$ cat config.mk
export PLATFORM = sky130hd
export DESIGN_NAME = pattern_detector
export DESIGN_NICKNAME = d
export VERILOG_FILES = /design/src/rtl/pattern_pkg.sv /design/src/rtl/win_counter.sv /design/src/rtl/pattern_detector.sv
export SDC_FILE = /design/constraint.sdc
export NUM_CORES = 1
export LEC_CHECK = 0
export CAP_MARGIN = 20
export CORE_ASPECT_RATIO = 0.9
export CORE_UTILIZATION = 50
export DETAILED_ROUTE_END_ITERATION = 12
export GPL_TIMING_DRIVEN = 0
export PLACE_DENSITY = 0.73
export SYNTH_ARGS = -nofsm -noshare
export SYNTH_HDL_FRONTEND = slang
export SYNTH_SLANG_ARGS = --single-unit
$ cat constraint.sdc
create_clock -name clk -period 4.2 [get_ports clk]
set_clock_uncertainty 0.15 [all_clocks]
set_input_delay 0.63 -clock clk [delete_from_list [all_inputs] [get_ports clk]]
set_output_delay 0.63 -clock clk [all_outputs]
set_load 0.02 [all_outputs]
$ cat src/rtl/pattern_pkg.sv
// Shared definitions for the serial codeword detector: state encoding, reset
// defaults and a saturating increment used by the counters.
package pattern_pkg;

  typedef logic [1:0] state_t;

  localparam state_t S_IDLE    = 2'd0;
  localparam state_t S_FILL    = 2'd1;
  localparam state_t S_HUNT    = 2'd2;
  localparam state_t S_HOLDOFF = 2'd3;

  localparam logic [15:0] PKG_DEFAULT_PATTERN = 16'h07D5;
  localparam int unsigned PKG_DEFAULT_LEN     = 11;

  // Callers cast in and out of 32 bits so one function serves every width.
  function automatic logic [31:0] sat_inc(input logic [31:0] val, input logic [31:0] max_val);
    return (val >= max_val) ? max_val : val + 32'd1;
  endfunction

endpackage

$ cat src/rtl/win_counter.sv
// Per-window event counter: saturating running count, closed-window capture
// with a valid pulse, and a saturation flag cleared at each window close.
module win_counter
  import pattern_pkg::*;
#(
  parameter int unsigned CNT_W = 11
) (
  input  logic             clk,
  input  logic             rst,
  input  logic             inc,
  input  logic             max_tick,
  output logic [CNT_W-1:0] window_count,
  output logic             window_valid,
  output logic             cnt_sat
);

  localparam logic [CNT_W-1:0] MAX_CNT = '1;

  logic [CNT_W-1:0] run_q, run_d, run_inc;
  logic [CNT_W-1:0] wcnt_q, wcnt_d;
  logic             wvalid_d, wvalid_q;
  logic             sat_q, sat_d;

  always_comb begin
    run_inc  = CNT_W'(sat_inc(32'(run_q), 32'(MAX_CNT)));
    run_d    = run_q;
    sat_d    = sat_q;
    wcnt_d   = wcnt_q;
    wvalid_d = 1'b0;
    if (max_tick) begin
      // An event on the closing cycle belongs to the window being closed.
      wcnt_d   = inc ? run_inc : run_q;
      wvalid_d = 1'b1;
      run_d    = '0;
      sat_d    = 1'b0;
    end else if (inc) begin
      run_d = run_inc;
      sat_d = sat_q | (run_inc == MAX_CNT);
    end
  end

  always_ff @(posedge clk or posedge rst) begin
    if (rst) begin
      run_q    <= '0;
      sat_q    <= 1'b0;
      wcnt_q   <= '0;
      wvalid_q <= 1'b0;
    end else begin
      run_q    <= run_d;
      sat_q    <= sat_d;
      wcnt_q   <= wcnt_d;
      wvalid_q <= wvalid_d;
    end
  end

  assign window_count = wcnt_q;
  assign window_valid = wvalid_q;
  assign cnt_sat      = sat_q;

endmodule

$ cat src/rtl/pattern_detector.sv
// Serial codeword detector with runtime-loadable pattern, overlapping or
// non-overlapping matching, and per-window detection counting.
module pattern_detector
  import pattern_pkg::*;
#(
  parameter int unsigned         MAX_LEN         = 16,
  parameter logic [MAX_LEN-1:0]  DEFAULT_PATTERN = MAX_LEN'(PKG_DEFAULT_PATTERN),
  parameter int unsigned         DEFAULT_LEN     = PKG_DEFAULT_LEN,
  parameter int unsigned         CNT_W           = 11,
  parameter int unsigned         LEN_W           = $clog2(MAX_LEN + 1)
) (
  input  logic               clk,
  input  logic               rst,
  input  logic               en,
  input  logic               bit_in,
  input  logic               bit_valid,
  input  logic               cfg_load,
  input  logic [MAX_LEN-1:0] cfg_pattern,
  input  logic [LEN_W-1:0]   cfg_len,
  input  logic               cfg_overlap,
  input  logic               max_tick,
  output logic               cw_detected,
  output logic [CNT_W-1:0]   window_count,
  output logic               window_valid,
  output logic               cnt_sat,
  output logic               cfg_err
);

  state_t             state_q, state_d;
  logic [MAX_LEN-1:0] sreg_q, sreg_d, sreg_shift;
  logic [MAX_LEN-1:0] pat_q, pat_d, mask;
  logic [LEN_W-1:0]   len_q, len_d, fill_q, fill_d, fill_inc;
  logic               ovl_q, ovl_d;
  logic               det_q, err_q, err_d;
  logic               cfg_ok, accept, match;
  logic               unused_sreg_msb;

  assign unused_sreg_msb = sreg_q[MAX_LEN-1];

  always_comb begin
    for (int i = 0; i < int'(MAX_LEN); i++) begin
      mask[i] = (LEN_W'(i) < len_q);
    end
  end

  always_comb begin
    cfg_ok     = cfg_load && (cfg_len != '0) && (cfg_len <= LEN_W'(MAX_LEN));
    accept     = en && bit_valid && (state_q != S_IDLE) && !cfg_ok;
    sreg_shift = {sreg_q[MAX_LEN-2:0], bit_in};
    fill_inc   = LEN_W'(sat_inc(32'(fill_q), MAX_LEN));
    match      = accept && (fill_inc >= len_q) && (((sreg_shift ^ pat_q) & mask) == '0);

    state_d = state_q;
    sreg_d  = sreg_q;
    fill_d  = fill_q;
    pat_d   = pat_q;
    len_d   = len_q;
    ovl_d   = ovl_q;
    err_d   = 1'b0;

    if (!en) begin
      state_d = S_IDLE;
      fill_d  = '0;
    end else if (state_q == S_IDLE) begin
      state_d = S_FILL;
      fill_d  = '0;
    end else if (accept) begin
      sreg_d = sreg_shift;
      fill_d = fill_inc;
      if (match) begin
        if (ovl_q) begin
          state_d = S_HUNT;
        end else begin
          // Non-overlapping: the next match must be built from fresh bits.
          state_d = S_HOLDOFF;
          fill_d  = '0;
        end
      end
    end

    if (cfg_load) begin
      if (cfg_ok) begin
        pat_d   = cfg_pattern;
        len_d   = cfg_len;
        ovl_d   = cfg_overlap;
        sreg_d  = '0;
        fill_d  = '0;
        state_d = en ? S_FILL : S_IDLE;
      end else begin
        err_d = 1'b1;
      end
    end
  end

  always_ff @(posedge clk or posedge rst) begin
    if (rst) begin
      state_q <= S_IDLE;
      sreg_q  <= '0;
      fill_q  <= '0;
      pat_q   <= DEFAULT_PATTERN;
      len_q   <= LEN_W'(DEFAULT_LEN);
      ovl_q   <= 1'b1;
      det_q   <= 1'b0;
      err_q   <= 1'b0;
    end else begin
      state_q <= state_d;
      sreg_q  <= sreg_d;
      fill_q  <= fill_d;
      pat_q   <= pat_d;
      len_q   <= len_d;
      ovl_q   <= ovl_d;
      det_q   <= match;
      err_q   <= err_d;
    end
  end

  assign cw_detected = det_q;
  assign cfg_err     = err_q;

  win_counter #(
    .CNT_W(CNT_W)
  ) u_win_counter (
    .clk          (clk),
    .rst          (rst),
    .inc          (match),
    .max_tick     (max_tick),
    .window_count (window_count),
    .window_valid (window_valid),
    .cnt_sat      (cnt_sat)
  );

endmodule

# Yosys cells after proc, flatten, opt, wreduce, memory -nomap -nowiden

Cells that the tools add are included.

Magnitude comparators: 20
Reduce and logical (&&, ||, !) cells: 14
Bitwise gates (word level): 3
Equal/unequal tests: 1
Multiplexer cells: 29
$add $sub $neg: 2

Operator list:

| operator                                                  | number |
|---|---|
| 2-to-1 mux 16 bit                                         | 5 |
| less-than comparator 4 x 5 -> 1 bit, first input constant | 8 |
| 2-to-1 mux 5 bit                                          | 8 |
| 2-to-1 mux 11 bit                                         | 3 |
| less-than comparator 3 x 5 -> 1 bit, first input constant | 4 |
| AND 16 bit                                                | 1 |
| logical NOT 16 bit                                        | 1 |
| bitwise XOR 16 bit                                        | 1 |
| 2-to-1 mux 2 bit                                          | 6 |
| adder 11 x 1 -> 11 bit, second input constant             | 1 |
| equality test 11 bit, second input constant               | 1 |
| >= comparator 11 bit, second input constant               | 1 |
| less-than comparator 1 x 5 -> 1 bit, first input constant | 2 |
| less-than comparator 2 x 5 -> 1 bit, first input constant | 2 |
| logical AND 1 bit                                         | 7 |
| 2-to-1 mux 1 bit                                          | 7 |
| adder 5 x 1 -> 5 bit, second input constant               | 1 |
| >= comparator 5 bit                                       | 1 |
| >= comparator 5 bit, second input constant                | 1 |
| <= comparator 5 bit, second input constant                | 1 |
| nonzero test 5 bit                                        | 1 |
| nonzero test 2 bit                                        | 2 |
| logical NOT 2 bit                                         | 1 |
| AND reduction 2 bit                                       | 1 |
| 2 further kinds                                           | 2 |

Bits in registers: 71
Logic and storage cells: 81
Input bits: 29
Output and inout port bits: 15

# Logic depth before layout (Yosys ltp)

Gate-level depths: netlist of the first run.

Depth after elaboration: 13
Depth in mapped cells: 12
Gate-level depth less buffers: 10

# Modules after synthesis

From an unflattened synthesis of the first run, not the netlist that was laid out.

Cell total of the unflattened synthesis: 403
Area, all modules: 3707.3 µm²

Modules (own cells, without submodules):

| module           | cells an instance | instances | seq. area each (µm²) | area each (µm²) |
|---|---|---|---|---|
| pattern_detector | 272               | 1         | 1166.1               | 2417.3 |
| win_counter      | 131               | 1         | 600.6                | 1290.0 |

# Least setup slack after synthesis of the first run

OpenSTA, ideal clock, no wires.

Path kind: input port to flip-flop
From: input port cfg_len[0]
To: register u_win_counter.wcnt_q[10] (netlist: u_win_counter.window_count[10])
Arrival time: 2.378 ns
Library setup time: 0.138 ns
Cell stages on the path: 8
Slack: 1.535 ns
Buffers on the path: 2
Path through: nor4_4 > mux2i_1 > a211oi_2 > and4b_1 > buf_2 > buf_6 > a41oi_1 > a21oi_1

Word-level cells in the longest chain between the ends: 8
Elaborated cells on any way between the ends: 9
Those cells by class: order compare: 1; mux: 1; reduce/logical: 7

Ends and longest elaborated chain:

| what                                                                        | RTL line               | RTL |
|---|---|---|
| start, declared                                                             | pattern_detector.sv:19 | `input logic [LEN_W-1:0] cfg_len,` |
| parallel branches: the longest is 2 deep, another holds <= comparator 5 bit | --                     |  |
| logical AND 1 bit (*)                                                       | pattern_detector.sv:47 | `cfg_ok = cfg_load && (cfg_len != '0) && (cfg_len <= LEN_W'(MAX_LEN));` |
| logical NOT 1 bit (*)                                                       | pattern_detector.sv:48 | `accept = en && bit_valid && (state_q != S_IDLE) && !cfg_ok;` |
| logical AND 1 bit (*)                                                       | pattern_detector.sv:48 |  |
| logical AND 1 bit (*) (2 in series)                                         | pattern_detector.sv:51 | `match = accept && (fill_inc >= len_q) && (((sreg_shift ^ pat_q) & mask) == '0);` |
| 2-to-1 mux 11 bit (*)                                                       | --                     |  |
| end signal, assigned                                                        | win_counter.sv:51      | `wcnt_q <= wcnt_d;` |
| end, declared                                                               | win_counter.sv:20      | `logic [CNT_W-1:0] wcnt_q, wcnt_d;` |

Every way passes the cells marked *.
A chain may end at the register's enable or synchronous reset.

# Final worst setup path of the first run

Ends and elaborated chain as after synthesis.

==> results of run 1 <==
-- worst max-delay path, delay by kind of cell --
family	cells	cell delay, ps
AO/OA/AOI/OAI	3	490
AND/OR/NAND/NOR	2	590
multiplexers	1	830
buffers and inverters	3	810
-- sequential cells by signal (all words and copies together), names as in the netlist --
register	cells
ovl_q	1
u_win_counter.cnt_sat	1
pat_q	16
cw_detected	1
u_win_counter.window_valid	1
cfg_err	1
u_win_counter.run_q	11
len_q	5
state_q	2
sreg_q	15
u_win_counter.window_count	11
fill_q	5
-- cell families (layout without fill, tap and decap cells) --
logic type               after synthesis  count (layout)  synth area share (%)
AO/OA/AOI/OAI                         94              94                 16.67
XOR/XNOR                              21              21                 5.053
adder cells (fa/ha/maj)                8               8                 2.750
buffers and inverters                 33              92                 3.644
flip-flops                            70              70                 48.54
multiplexers                          21              21                 6.394
AND/OR/NAND/NOR                      124             124                 16.95
-- Yosys cell counts, drive strengths merged (4+ instances only) --
| library cell | instances | area (sq um) |
|---|---|---|
| a211oi | 5 | 42.54 |
| a21oi | 31 | 155.2 |
| a31oi | 10 | 62.56 |
| clkbuf | 19 | 71.32 |
| dfrtp | 58 | 1451 |
| dfstp | 12 | 315.3 |
| ha | 8 | 100.1 |
| inv | 11 | 41.29 |
| mux2 | 18 | 202.7 |
| nand2 | 54 | 202.7 |
| nand3 | 9 | 45.04 |
| nor2 | 17 | 63.81 |
| nor3 | 15 | 80.08 |
| nor4 | 5 | 46.29 |
| o21ai | 15 | 75.07 |
| o22ai | 4 | 25.02 |
| o2bb2ai | 5 | 43.79 |
| o31ai | 5 | 37.54 |
| xnor2 | 16 | 140.1 |
| xor2 | 5 | 43.79 |
-- layout make-up --
cell class	count	area [sq um]
tap	93	116.4
clock buffer	13	158.9
buffer	21	87.58
fill	600	2624
sequential	70	1767
clock inverter	3	67.56
multi-input combinational	268	1740
inverter	12	47.55
timing repair buffer	43	430.4
-- final timing paths --
kind                                          startpoint                             end  cells after the start
max                                           cfg_len[0]  u_win_counter.window_count[10]                      9
min                        u_win_counter.window_count[0]   u_win_counter.window_count[0]                      2
max reg2reg                                     len_q[1]   u_win_counter.window_count[2]                     10
min reg2reg                u_win_counter.window_count[0]   u_win_counter.window_count[0]                      2
max in group asynchronous                            rst                       fill_q[4]                      2
min in group asynchronous                            rst                       pat_q[13]                      2
-- per-stage QoR --
stage | util (%) | hold WS, ps | cells | worst slack (ps)
after CTS | 62.73 | 346.4 | 523 | 882.6
after global routing | 62.73 | 375.1 | 523 | 696.6
after floorplan | - | 313.5 | 371 | 1535
after global placement | 59.47 | 320.4 | 507 | 480.2
after detailed placement | 59.51 | 324.1 | 507 | 527.2
final | 62.73 | 340.4 | 523 | 874.7
-- per-layer routing --
metal | up-vias | routed length [microns] | global-route usage [%]
met1 | 1428 | 4179 | 35.90
met3 | 10 | 523 | 6.319
met2 | 116 | 3742 | 34.26
met4 | 0 | 75 | 6.392
met5 | - | 0 | 0
li1 | 1436 | - | -
-- power by group --
group          total (W)  leakage (nW)  switching [W]  internal, W
Combinational   0.000243         0.729       0.000134     0.000109
Clock           0.000614         0.110       0.000247     0.000368
Sequential      0.000760         0.908      0.0000333     0.000727
Total            0.00162          1.75       0.000414      0.00120
==> impl_metrics.csv, run 1 <==
group,metric,value,unit
sta,maxSlewHeadroom,35.08,%
global_routing,grt_pass1_wl,14460,microns
power_and_ir_drop,vdd_ir_drop_max,0.0002084,V
power_and_ir_drop,power_density,366.3,nW/um^2
floorplan,dieArea,7625,sq um
layout,num-nets-final,462,
floorplan,die_w,91.94,microns
worst_setup_path,path_max_fanout,10,
cts,cts.sinks,70,
cts,cts_hold_buf,0,
drt,route.detailed.drc,0,
synthesis,syn_inst,371,
synthesis,synth_nets,408,
hold_path,hp-class,"register to register",
worst_setup_path,required,4240,ps
floorplan,ios,44,
drt,drt_wl_total,8520,microns
global_routing,grt_pass1_vias,2929,
sta,hold_viol_final,0,
worst_setup_path,critPathMaxStageDelay,830,ps
cts,clkLatencyLatePin,340,ps
place,dp_hpwl,5814,microns
floorplan,row_count,29,
sta,worst_slew_pin_slew,946.7,ps
layout,final_cell_mix,"dfrtp_1, nand2_1, clkdlybuf4s50_1, a21oi_1, clkbuf_1",
layout,drive_gt1_share,12.56,%
worst_setup_path,startpoint_type,"input pin",
worst_setup_path,cp_cell_sequence,"clkdlybuf4s50_1 -> nor4_4 -> mux2i_1 -> a211oi_2 -> and4b_1 -> buf_2 -> buf_6 -> a41oi_1 -> a21oi_1",
job,cap_violations,0,
floorplan,initial_core_util,51.71,%
cts,htreeDepth,3,
sta,rsz0062_at_grt,"false",
worst_setup_path,path_class,"input pin to register",
global_routing,antenna_found_initial,0,
worst_setup_path,crit_arrival,3370,ps
sta,post-route-period-util,79.17,%
worst_setup_path,end_kind,"register",
global_routing,gr-total-overflow,0,
drt,via_per_inst,5.717,
sta,min_period,3325,ps
synthesis,ys_types,55,
place,postPlaceCellArea,4189,sq um
synthesis,syn_area,3640,sq um
layout,final_area,4415,sq um
sta,finalSetupViolCount,0,
synthesis,synth_edf_count,0,
cts,cts-root-buf,"clkbuf_8",
place,gp_congestion,0.9209,
layout,syn_to_final_growth,21.31,%
cts,cts_buffers,9,
drt,vias,2990,
power_and_ir_drop,p_total,0.001617,W
synthesis,synth_seq_cells,70,
synthesis,avgSynthCellArea,9.811,sq um
layout,diodes,0,
drt,first_pass_iters,5,
global_routing,grt_start_max_net_pins,71,
floorplan,fp.dieH,82.94,microns
outcome,outcome,"finished, final reports clean",
global_routing,grt_usage,23.95,%
layout,layout_commonest_cell,"dfrtp_1",
power_and_ir_drop,p_leak,1.748,nW
sta,tns,0,ps
cts,cts_buffer_depth,2,
synthesis,synth_warnings,0,
sta,drv_slew,0,
synthesis,seq_area_frac_synth,48.54,%
cts,post_cts.repair.setup_buffers,0,
cts,clk_pin_slew,80,ps
drt,wire_per_inst,16.29,microns
floorplan,coreArea,7039,sq um
synthesis,async_flop_share,100.0,%
sta,fmax,0.3007,GHz
worst_setup_path,regToRegSetupSlack,950,ps
drt,drtIter0Drc,175,
worst_setup_path,cpMaxStageDelayCell,"mux2i_1",
cts,cts_tree,"done",
cts,ctsResizeCount,0,
synthesis,synthFlopType,"dfrtp_1",
drt,ant_nets,0,
place,io_buffers,43,
No activity file was read; power rests on OpenSTA's default activity.
==> run 2, diff against run 1 <==
==> constraint.sdc (replaced) <==
create_clock -name clk -period 3.1 [get_ports clk]
set_clock_uncertainty 0.15 [all_clocks]
set_input_delay 0.465 -clock clk [delete_from_list [all_inputs] [get_ports clk]]
set_output_delay 0.465 -clock clk [all_outputs]
set_load 0.02 [all_outputs]
==> run 2 against run 1 <==
  * Register-to-register slack got worse by 850 ps
  * Core utilization increased by 0.071 points
  * Critical path depth decreased by 2
  * Die area unchanged
  * Sequential share of layout area about the same
  * Largest cell class unchanged
==> impl_metrics.csv, run 2 (synthesis gave the netlist of run 1 again) <==
group,metric,value,unit
layout,layout_commonest_cell,"dfrtp_1",
worst_setup_path,r2r_cells,7,
cts,cts-root-buf,"clkbuf_8",
layout,largest_reg_flops,16,
sta,post-route-period-util,96.65,%
worst_setup_path,startpoint_type,"register",
power_and_ir_drop,p_total,0.002196,W
sta,rsz0062_at_grt,"true",
worst_setup_path,path_class,"register to register",
job,cap_violations,0,
sta,hold_viol_final,0,
worst_setup_path,end_kind,"register",
cts,cts_hold_buf,0,
worst_setup_path,crit_end,"u_win_counter.cnt_sat",
sta,fmax,0.3338,GHz
sta,drv_slew,0,
cts,cts.sinks,70,
power_and_ir_drop,power_density,496.8,nW/um^2
global_routing,grt_pass1_wl,14450,microns
place,dpl.cell_count,507,
floorplan,die_w,91.94,microns
sta,tns,0,ps
power_and_ir_drop,p_leak,1.756,nW
cts,clk_pin_slew,80,ps
drt,ant_nets,0,
place,gp_congestion,0.9209,
sta,finalSetupViolCount,0,
cts,cts_buffer_depth,2,
hold_path,hp-class,"register to register",
place,dp_hpwl,5814,microns
drt,via_per_inst,5.715,
layout,syn_to_final_growth,21.45,%
layout,num-nets-final,461,
outcome,outcome,"finished, final reports clean",
layout,largest_register,"pat_q",
floorplan,dieArea,7625,sq um
drt,vias,2983,
layout,final_cell_mix,"dfrtp_1, nand2_1, clkdlybuf4s50_1, a21oi_1",
floorplan,fp.dieH,82.94,microns
global_routing,grt_usage,23.91,%
drt,first_pass_iters,5,
place,io_buffers,43,
layout,largest_registers,"pat_q: 16 flops, sreg_q: 15 flops",
worst_setup_path,regToRegSetupSlack,100,ps
cts,clkLatencyLatePin,340,ps
cts,htreeDepth,3,
power_and_ir_drop,vdd_ir_drop_max,0.0002821,V
floorplan,row_count,29,
floorplan,coreArea,7039,sq um
worst_setup_path,required,3240,ps
cts,cts_tree,"done",
layout,diodes,0,
global_routing,antenna_found_initial,0,
worst_setup_path,reg2reg_to,"u_win_counter.cnt_sat",
worst_setup_path,path_max_fanout,10,
sta,maxSlewHeadroom,42.64,%
floorplan,initial_core_util,51.71,%
global_routing,grt_start_max_net_pins,71,
sta,min_period,2996,ps
global_routing,gr-total-overflow,0,
cts,cts_buffers,9,
global_routing,grt_pass1_vias,2930,
drt,wire_per_inst,16.44,microns
worst_setup_path,crit_arrival,3130,ps
layout,drive_gt1_share,13.52,%
layout,fin_cells,522,
drt,route.detailed.drc,0,
floorplan,ios,44,
drt,drt_wl_total,8583,microns
worst_setup_path,startpoint,"len_q[1]",
drt,drtIter0Drc,195,
cts,post_cts.repair.setup_buffers,0,
sta,worst_slew_pin_slew,860.5,ps
worst_setup_path,r2r_start,"len_q[1]",
[run 2: cell count changes in the layout (fill, tap and decap cells not counted)]
cell / before / now
and2_2: 0 / 1
mux2i_1: 3 / 2
mux2i_2: 0 / 1
a2111oi_1: 0 / 1
clkbuf_1: 21 / 18
and2_1: 1 / 0
a2111oi_0: 1 / 0
clkbuf_2: 0 / 2
[run 2: metrics by stage]
stage	cell area (sq um)	worst slack (ps)	utilization (%)	hold WS, ps
after CTS	4420	37.94	62.80	346.4
after detailed placement	4189	-407.8	59.51	324.1
final	4420	103.9	62.80	340.7
after global routing	4420	-87.08	62.80	375.1
after floorplan	3640	436.6	-	313.5
after global placement	4187	-454.8	59.47	320.4
[run 2: power by group]
group / internal (W) / total, W / switching (W)
sequential: 0.000985 / 0.00103 / 0.0000446
clock: 0.000498 / 0.000837 / 0.000339
combinational: 0.000148 / 0.000330 / 0.000181
total: 0.00163 / 0.00220 / 0.000565
[run 2: worst min path at each step]
| stage | end | cells after the start | startpoint |
|---|---|---|---|
| 2_1_floorplan | state_q[1] | 2 | state_q[1] |
| 3_3_place_gp | u_win_counter.window_count[0] | 2 | u_win_counter.window_count[0] |
| 5_1_grt | u_win_counter.cnt_sat | 1 | u_win_counter.cnt_sat |
| 6_report | u_win_counter.window_count[0] | 2 | u_win_counter.window_count[0] |
| 4_1_cts | u_win_counter.window_count[0] | 2 | u_win_counter.window_count[0] |
| 3_5_place_dp | u_win_counter.window_count[1] | 2 | u_win_counter.window_count[1] |
[run 2: layer usage]
layer | track usage (%) | vias up | share of wire [%] | wire [microns]
met5 | 0 | - | 0 | 0
met2 | 34.19 | 107 | 44 | 3734
met3 | 6.319 | 14 | 5.8 | 495
li1 | - | 1439 | - | -
met4 | 6.392 | 0 | 1.2 | 102
met1 | 35.84 | 1423 | 50 | 4251
[run 2: final cells by class]
type	count	area, sq um
clock buffers	13	158.9
flip-flops and latches	70	1767
repair buffers	43	430.4
fillers	600	2619
inverters	12	47.55
clock inverters	3	67.56
multi-input cells	268	1747
plain buffers	20	86.33
well taps	93	116.4
[run 2: timing repair]
item	in CTS	in global routing
endpoints found under the hold margin	0	0
resized for setup	2	4
endpoints found under the setup margin	11	16
[run 2: worst max-delay path, stage by stage, from the launching register on]
cell       delay (ps)
dfstp_2           360
clkbuf_1          210
a211oi_1          440
a21oi_1           150
nor4_1            440
nand4b_2          400
a2111oi_1         620
o21a_1            170
==> run 3, diff against run 2 <==
--- a/config.mk
+++ b/config.mk
@@ -7,10 +7,10 @@
 export LEC_CHECK = 0
 export CAP_MARGIN = 20
 export CORE_ASPECT_RATIO = 0.9
-export CORE_UTILIZATION = 50
+export CORE_UTILIZATION = 45
 export DETAILED_ROUTE_END_ITERATION = 12
 export GPL_TIMING_DRIVEN = 0
-export PLACE_DENSITY = 0.73
+export PLACE_DENSITY = 0.67
 export SYNTH_ARGS = -nofsm -noshare
 export SYNTH_HDL_FRONTEND = slang
 export SYNTH_SLANG_ARGS = --single-unit
==> run 3 against run 2 <==
  * Via count increased by 0.91%
  * Global-route usage decreased by 2.1 points
  * First-iteration DRC count decreased by 13%
  * Routed wire length decreased by 1.1%
  * Critical path depth unchanged
==> impl_metrics.csv, run 3 (synthesis gave the netlist of run 1 again) <==
group,metric,value,unit
outcome,outcome,"finished, final reports clean",
sta,maxSlewHeadroom,42.59,%
layout,layout_commonest_cell,"dfrtp_1",
sta,worst_slew_pin_slew,861.1,ps
cts,htreeDepth,3,
sta,setup_ws,252.5,ps
layout,num-nets-final,461,
hold_path,holdPathStages,2,
worst_setup_path,regToRegSetupSlack,250,ps
power_and_ir_drop,p_clk_share,32.2,%
floorplan,die_w,96.80,microns
place,dp_hpwl,5678,microns
drt,route.detailed.drc,0,
floorplan,row_count,30,
drt,via_per_inst,5.733,
worst_setup_path,startpoint_type,"register",
cts,cts_buffers,9,
layout,syn_to_final_growth,20.32,%
cts,cts_buffer_depth,2,
place,dpl_worst_slack,-442.7,ps
power_and_ir_drop,pwr-share-comb,16.5,%
sta,post-route-period-util,91.86,%
floorplan,coreArea,7695,sq um
layout,final_core_util,56.91,%
layout,largest_register,"pat_q",
layout,nFillCells,691,
global_routing,grt_pass1_wl,14570,microns
layout,largest_reg_flops,16,
power_and_ir_drop,p_leak,1.725,nW
sta,fmax,0.3512,GHz
power_and_ir_drop,p_int,0.001420,W
floorplan,initial_core_util,47.30,%
global_routing,gr-total-overflow,0,
power_and_ir_drop,power_density,457.8,nW/um^2
global_routing,antenna_found_initial,0,
worst_setup_path,crit_arrival,2900,ps
hold_path,min_to,"u_win_counter.window_count[7]",
worst_setup_path,end_kind,"register",
drt,first_pass_iters,5,
drt,drtIter0Drc,170,
power_and_ir_drop,p_seq_share,51.3,%
place,gp_congestion,0.9162,
worst_setup_path,required,3160,ps
sta,finalSetupViolCount,0,
cts,post_cts.repair.setup_buffers,0,
place,postPlaceCellArea,4193,sq um
drt,drt_wl_total,8486,microns
cts,cts-root-buf,"clkbuf_8",
sta,hold_viol_final,0,
worst_setup_path,r2r_start,"len_q[2]",
drt,wire_per_inst,16.16,microns
hold_path,hp-class,"register to register",
cts,cts_tree,"done",
global_routing,grt_pass1_vias,2928,
power_and_ir_drop,switching_power,0.0005846,W
worst_setup_path,path_max_fanout,10,
layout,diodes,0,
global_routing,grt_start_max_net_pins,71,
power_and_ir_drop,switching_share,29.16,%
power_and_ir_drop,vdd_ir_drop_max,0.0002563,V
worst_setup_path,r2r_cells,7,
sta,drv_slew,0,
drt,vias,3010,
layout,largest_registers,"pat_q: 16 flops, sreg_q: 15 flops",
cts,clkLatencyLatePin,350,ps
worst_setup_path,path_class,"register to register",
floorplan,fp.dieH,87.32,microns
job,cap_violations,0,
worst_setup_path,reg2reg_to,"u_win_counter.run_q[8]",
layout,drive_gt1_share,13.75,%
floorplan,dieArea,8453,sq um
layout,final_area,4379,sq um
cts,cts.sinks,70,
cts,clk_pin_slew,80,ps
drt,ant_nets,0,
sta,rsz0062_at_grt,"false",
sta,min_period,2848,ps
layout,final_cell_mix,"dfrtp_1, nand2_1, clkdlybuf4s50_1, a21oi_1",
layout,fin_cells,525,
place,io_buffers,43,
sta,tns,0,ps
floorplan,ios,44,
place,dpl.cell_count,510,
global_routing,grt_usage,21.83,%
hold_path,holdCritStartpoint,"u_win_counter.window_count[7]",
run 3: worst max-delay path, stage by stage (launching register included):
cell and delay, ps:
dfrtp_1 370, clkbuf_1 210, a211oi_1 320, o22ai_1 120
nor4_1 470, nand4b_2 400, nor2_1 490, a311oi_1 170
run 3: per-layer routing:
layer	track usage, %	routed length [microns]	part of all wire (%)	vias up
met3	5.377	470	5.5	11
met1	31.29	4220	50	1452
met2	32.46	3674	43	102
met4	7.191	121	1.4	0
met5	0	0	0	-
li1	-	-	-	1445
run 3: how the worst max path moves through the flow:
| stage | start | endpoint | slack (ps) | cells after the start |
|---|---|---|---|---|
| 5_1_grt | fill_q[0] | u_win_counter.window_count[10] | 30 | 11 |
| 4_1_cts | len_q[1] | u_win_counter.window_count[10] | 40 | 11 |
| 3_5_place_dp | cfg_len[0] | u_win_counter.window_count[10] | -440 | 9 |
| 6_report | len_q[2] | u_win_counter.run_q[8] | 250 | 7 |
| 2_1_floorplan | fill_q[0] | u_win_counter.run_q[4] | 440 | 12 |
| 3_3_place_gp | rst | fill_q[1] | -490 | 2 |
run 3: final cells by class:
cell class | instances | area [sq um] | area share [%]
Sequential cell | 70 | 1767 | 40.34
Timing Repair Buffer | 43 | 430.4 | 9.829
Buffer | 20 | 85.08 | 1.943
Inverter | 12 | 47.55 | 1.086
Clock buffer | 10 | 127.6 | 2.914
Multi-Input combinational cell | 268 | 1763 | 40.26
Clock inverter | 6 | 38.79 | 0.8857
Tap cell | 96 | 120.1 | 2.743
run 3: power by group through the flow:
stage | Clock (W) | Combinational [W] | Sequential, W
6_report | 0.000645 | 0.000331 | 0.00103
5_1_grt | 0.000694 | 0.000368 | 0.00104
4_1_cts | 0.000662 | 0.000332 | 0.00103
3_5_place_dp | 0 | 0.000327 | 0.00104
3_3_place_gp | 0 | 0.000320 | 0.00104
2_1_floorplan | 0 | 0.000218 | 0.00103
run 3: metrics by stage:
stage | power (W) | hold WS (ps)
after global routing | 0.002098 | 366.6
final | 0.002005 | 340.5
after detailed placement | 0.001371 | 322.9
after global placement | 0.001362 | 319.8
after floorplan | 0.001252 | 313.5
after CTS | 0.002021 | 347.4
run 3: what timing repair did:
| action | in CTS | in global routing |
|---|---|---|
| resized for setup | 2 | 4 |
| cloned | 0 | 0 |
| hold buffers | 0 | 0 |
| setup endpoints to repair | 20 | 30 |
